**config.mk**
```make
export PLATFORM = sky130hd
export DESIGN_NAME = unit_arbiter
export DESIGN_NICKNAME = d
export VERILOG_FILES = /design/src/rtl/unit_arbiter_pkg.sv /design/src/rtl/unit_arbiter_dec.sv /design/src/rtl/unit_arbiter.sv
export SDC_FILE = /design/constraint.sdc
export NUM_CORES = 1
export LEC_CHECK = 0
export CAP_MARGIN = 20
export CORE_ASPECT_RATIO = 0.7
export CORE_MARGIN = 2
export CORE_UTILIZATION = 54
export CTS_CLUSTER_SIZE = 8
export DETAILED_ROUTE_END_ITERATION = 8
export GPL_ROUTABILITY_DRIVEN = 0
export GPL_TIMING_DRIVEN = 0
export HOLD_SLACK_MARGIN = 0.08
export PLACE_DENSITY = 0.85
export SYNTH_ARGS = -nofsm -noshare
export SYNTH_HDL_FRONTEND = slang
export SYNTH_SLANG_ARGS = --single-unit
```
**constraint.sdc**
```tcl
create_clock -name clk -period 4.75 [get_ports clk]
set_input_delay 0.475 -clock clk [delete_from_list [all_inputs] [get_ports clk]]
set_output_delay 0.475 -clock clk [all_outputs]
set_load 0.005 [all_outputs]
```
**src/rtl/unit_arbiter_pkg.sv**
```systemverilog
`default_nettype none
// ============================================================================
// Module      : unit_arbiter_pkg
// Description : Shared FSM state type and default requester count for the
//               POSIT-unit round-robin arbiter.
// Revision    : 1.0 - initial release
// ============================================================================
package unit_arbiter_pkg;

    localparam int C_NREQ_DEFAULT = 8;

    typedef enum logic [1:0] {
        ST_IDLE  = 2'd0,
        ST_ISSUE = 2'd1,
        ST_WAIT  = 2'd2
    } state_t;

endpackage : unit_arbiter_pkg
`default_nettype wire

```
**src/rtl/unit_arbiter_dec.sv**
```systemverilog
`default_nettype none
// ============================================================================
// Module      : unit_arbiter_dec
// Description : MSB-first index decoder; index i lights bit BITS-1-i.
// Revision    : 1.0 - initial release
// ============================================================================
module unit_arbiter_dec #(
    parameter int BITS  = 8,
    parameter int IDX_W = $clog2(BITS)
) (
    input  logic [IDX_W-1:0] idx,
    output logic [BITS-1:0]  onehot
);

    for (genvar b = 0; b < BITS; b++) begin : g_bit
        assign onehot[b] = (idx == IDX_W'(BITS - 1 - b));
    end

endmodule : unit_arbiter_dec
`default_nettype wire

```
**src/rtl/unit_arbiter.sv**
```systemverilog
`default_nettype none
// ============================================================================
// Module      : unit_arbiter
// Description : Round-robin arbiter granting one shared POSIT unit to NREQ
//               requesters; fully registered outputs.
// Revision    : 1.0 - initial release
// ============================================================================
module unit_arbiter
    import unit_arbiter_pkg::*;
#(
    parameter int NREQ  = C_NREQ_DEFAULT,
    parameter int IDX_W = $clog2(NREQ)
) (
    input  logic             clk,
    input  logic             rst,
    input  logic [NREQ-1:0]  req,
    input  logic             unit_done,
    output logic [NREQ-1:0]  grant,
    output logic [IDX_W-1:0] grant_idx,
    output logic             unit_start,
    output logic [NREQ-1:0]  req_done,
    output logic             busy,
    output logic             spurious_done
);

    state_t            r_state;
    logic [IDX_W-1:0]  r_ptr;
    logic [NREQ-1:0]   r_grant;
    logic [IDX_W-1:0]  r_grant_idx;
    logic              r_unit_start;
    logic [NREQ-1:0]   r_req_done;
    logic              r_busy;
    logic              r_spurious;

    state_t            w_state_next;
    logic [IDX_W-1:0]  w_ptr_next;
    logic [NREQ-1:0]   w_grant_next;
    logic [IDX_W-1:0]  w_grant_idx_next;
    logic              w_unit_start_next;
    logic [NREQ-1:0]   w_req_done_next;
    logic              w_busy_next;
    logic              w_spurious_next;

    logic [IDX_W-1:0]  w_winner;
    logic [IDX_W-1:0]  w_cand;
    logic              w_found;
    logic [NREQ-1:0]   w_winner_onehot;

    // Search starts at ptr; IDX_W-bit addition provides the wrap to 0.
    always_comb begin
        w_winner = '0;
        w_cand   = '0;
        w_found  = 1'b0;
        for (int k = 0; k < NREQ; k++) begin
            w_cand = r_ptr + IDX_W'(k);
            if (!w_found && req[w_cand]) begin
                w_winner = w_cand;
                w_found  = 1'b1;
            end
        end
    end

    unit_arbiter_dec #(
        .BITS (NREQ)
    ) u_dec (
        .idx    (w_winner),
        .onehot (w_winner_onehot)
    );

    always_comb begin
        w_state_next      = r_state;
        w_ptr_next        = r_ptr;
        w_grant_next      = r_grant;
        w_grant_idx_next  = r_grant_idx;
        w_unit_start_next = 1'b0;
        w_req_done_next   = '0;
        w_spurious_next   = r_spurious;
        case (r_state)
            ST_IDLE: begin
                if (unit_done) begin
                    w_spurious_next = 1'b1;
                end
                if (|req) begin
                    w_state_next      = ST_ISSUE;
                    w_grant_idx_next  = w_winner;
                    w_grant_next      = w_winner_onehot;
                    w_ptr_next        = w_winner + IDX_W'(1);
                    w_unit_start_next = 1'b1;
                end
            end
            ST_ISSUE, ST_WAIT: begin
                if (unit_done) begin
                    w_state_next    = ST_IDLE;
                    w_req_done_next = r_grant;
                    w_grant_next    = '0;
                end else begin
                    w_state_next = ST_WAIT;
                end
            end
            default: begin
                w_state_next = ST_IDLE;
                w_grant_next = '0;
            end
        endcase
        w_busy_next = (w_state_next != ST_IDLE);
    end

    always_ff @(posedge clk or posedge rst) begin
        if (rst) begin
            r_state      <= ST_IDLE;
            r_ptr        <= '0;
            r_grant      <= '0;
            r_grant_idx  <= '0;
            r_unit_start <= 1'b0;
            r_req_done   <= '0;
            r_busy       <= 1'b0;
            r_spurious   <= 1'b0;
        end else begin
            r_state      <= w_state_next;
            r_ptr        <= w_ptr_next;
            r_grant      <= w_grant_next;
            r_grant_idx  <= w_grant_idx_next;
            r_unit_start <= w_unit_start_next;
            r_req_done   <= w_req_done_next;
            r_busy       <= w_busy_next;
            r_spurious   <= w_spurious_next;
        end
    end

    assign grant         = r_grant;
    assign grant_idx     = r_grant_idx;
    assign unit_start    = r_unit_start;
    assign req_done      = r_req_done;
    assign busy          = r_busy;
    assign spurious_done = r_spurious;

endmodule : unit_arbiter
`default_nettype wire

```
==> flow_summary.toml <==
[run_status]
outcome = "finished clean"

[sta]
setup_violations = 0
slew_headroom_pct = 62.63
rsz0062_at_grt = "no"
worstMarginPinSlew_ps = 560.6
period_needed_ps = 4200
fmax_mhz = 238.1
tns_ps = 0
whs_ps = 458.9
drv_slew = 0
fin_worst_skew_ps = 2.985
finalCritPeriodShare_pct = 88.41
hold_viol = 0

[critical_path]
critPathKind = "flip-flop to flip-flop"
end_kind = "flip-flop"
rr_worst_depth = 13
required_ps = 4920
start_kind = "flip-flop"
crit_arrival_ps = 4370
r2r_end = "grant[6]$_DFFE_PP0P_"
r2r_start = "r_ptr[1]$_DFFE_PP0P_"
crit_path_start = "r_ptr[1]$_DFFE_PP0P_"
reg2reg_slack_ps = 550
path_max_fanout = 10

[route]
wl_met3_um = 462
drtIter0Drc = 159
drc = 0
wirelength_um = 5305
top_layer = "met4"
vias = 1917
dr.pass1.iters = 5
viasPerCell = 6.224
wl_per_cell_um = 17.22
wl_met1_um = 2561
drtAntennaViolNets = 0
wl_met2_um = 2221

[floorplanning]
die_w_um = 79.48
rows = 19
die_h_um = 56.84
start_util_pct = 55.57
ios = 33
design.die.area_um2 = 4517
core_area_um2 = 3875

[hold_path]
hold_depth = 1
hold_class = "flip-flop to flip-flop"
hold_end = "spurious_done$_DFFE_PP0P_"
worstHoldStart = "spurious_done$_DFFE_PP0P_"

[synth]
synth.area.top_cells = "dfrtp_1, mux4_2, nand2_1"
synth_top_area_cell = "dfrtp_1"
synth-seq-area-share_pct = 31.38
synthMuxAreaShare_pct = 21.27
synth_compound_area_share_pct = 19.35
syn_area_per_cell_um2 = 9.832
yosysWarnings = 0
syn_nets = 237
async_flop_share_pct = 100.0
synth_top_family_by_area = "multiplexers"
synth_top_area_share_pct = 31.38
syn-cell-area_um2 = 2153
yosys.cell_types.count = 51
yosys.area_share.simple_pct = 17.32
ys_ff_latch = 27
synth_edf_count = 0
syn-instance-count = 219
synth-xor-area-share_pct = 1.220
synth_fa_ha_area_share_pct = 4.067
ys.flop_type = "dfrtp_1"

[power_and_ir_drop]
intPower_uw = 1035
clock_power_share_pct = 6.3
p_comb_share_pct = 76.3
swShare_pct = 48.52
vdd_drop_max_mv = 0.4275
p_per_area_nw_per_um2 = 769.2
p_leak_uw = 0.001117
p_sw_uw = 974.9
seqPwrFrac_pct = 17.4

[clocking]
h-tree-depth = 1
hold_buffers = 0
clock_latency_ps = 270
clock-sinks = 27
cts_buffers = 3
ctsResizeCount = 0
cts.reportedPaths.clkPinSlew_ps = 90
ctsRootBufferMaster = "clkbuf_8"
cts_setup_buffers = 0
tritoncts = "yes"
cts.path.max_buffers = 2

[layout]
fin_nets = 275
synthToLayoutAreaGrowth_pct = 21.33
final_common_cell = "clkdlybuf4s50_1"
drive_gt1_share_pct = 16.02
final_cell_mix = "clkdlybuf4s50_1, nand2_1, dfrtp_1"
num_antenna_cells = 0

[global_route]
grt_antenna_before_repair = 0
gr-total-overflow = 0
grt_max_degree = 28
grt_usage_pct = 24.01
grt_pass1_vias = 1691
grt_pass1_wl_um = 8514

[placement]
post-dp-hpwl_um = 3975
io_buffer_count = 32

[run]
cap_violations = 0
[through the flow]
step / area, µm² / util [%] / cells / worst slack [ps] / power (µW)
6_report: 2613 / 67.42 / 308 / 550.4 / 2010
5_1_grt: 2613 / 67.42 / 308 / 275.6 / 2164
4_1_cts: 2585 / 66.71 / 307 / 633.7 / 1982
3_5_place_dp: 2539 / 65.52 / 303 / 695.7 / 1844
3_3_place_gp: 2539 / 65.52 / 303 / 716.8 / 1805
2_1_floorplan: 2153 / - / 219 / 1193 / 1461
[critical path: stages, from the launching register on]
cell and delay [ps]:
dfrtp_1 480, clkbuf_1 400, inv_1 250, ha_1 390, buf_6 160, mux4_2 600
mux2_4 340, o32ai_4 250, and2_2 260, a22oi_1 130, nor2_1 250, ha_1 250
nand4_1 90, o21ai_0 240
[cell families (layout without fill, tap and decap cells)]
family / Yosys count / after routing
AO/OA/AOI/OAI: 53 / 53
XOR/XNOR: 3 / 3
adder cells (fa/ha/maj): 7 / 7
buffers and inverters: 24 / 61
flip-flops: 27 / 27
multiplexers: 30 / 30
AND/OR/NAND/NOR: 75 / 75
[worst max path at each step]
| stage | endpoint | slack, ps | depth (start not counted) |
|---|---|---|---|
| finish | grant[6]$_DFFE_PP0P_ | 550 | 13 |
| global route | grant[0]$_DFFE_PP0P_ | 280 | 14 |
| CTS | grant[6]$_DFFE_PP0P_ | 630 | 13 |
| detailed placement | grant[0]$_DFFE_PP0P_ | 700 | 15 |
| global placement | grant[0]$_DFFE_PP0P_ | 720 | 15 |
| floorplan | grant[0]$_DFFE_PP0P_ | 1190 | 15 |
[layer usage]
| layer | vias up | track usage, % |
|---|---|---|
| met5 | - | 0 |
| met4 | 0 | 3.202 |
| met3 | 8 | 4.823 |
| met2 | 97 | 32.77 |
| met1 | 919 | 39.60 |
| li1 | 893 | - |
[cells in the mapped netlist, types with 2 or more instances]
library cell / instances
o21ai_0: 13
nor2_1: 10
nor2b_1: 2
nor4_1: 2
buf_6: 3
nand2_1: 29
nand3_1: 2
a32o_1: 4
o22ai_1: 3
inv_1: 10
o31ai_1: 2
clkbuf_1: 8
xnor2_1: 2
a21o_1: 2
and2_1: 2
nand4_1: 3
mux4_2: 10
mux2i_1: 9
ha_1: 7
inv_2: 2
mux2_2: 9
or2_2: 2
a21oi_1: 9
a311oi_1: 3
and3_1: 10
nand2b_1: 7
a221oi_1: 2
nor3b_1: 2
a21boi_2: 2
dfrtp_1: 27
[power by group through the flow]
stage / logic (µW) / registers, µW / clock network [µW]
2_1_floorplan: 1110 / 350 / 0
3_3_place_gp: 1450 / 351 / 0
3_5_place_dp: 1490 / 354 / 0
4_1_cts: 1510 / 349 / 128
5_1_grt: 1670 / 356 / 137
6_report: 1530 / 350 / 127
[registers in the layout, indices dropped and copies added, names as in the netlist]
signal	count
grant_idx	3
spurious_done	1
r_ptr	3
grant	8
unit_start	1
r_state	2
busy	1
req_done	8
[area by class of cell]
class,instances,area [µm²]
tap,52,65.06
inverter,12,45.04
sequential,27,675.6
fill,312,1262
timing repair buffer,33,347.8
multi-input combinational,168,1361
clock buffer,3,41.29
buffer,12,71.32
clock inverter,1,5.005
No activity file was read; power rests on OpenSTA's default activity.
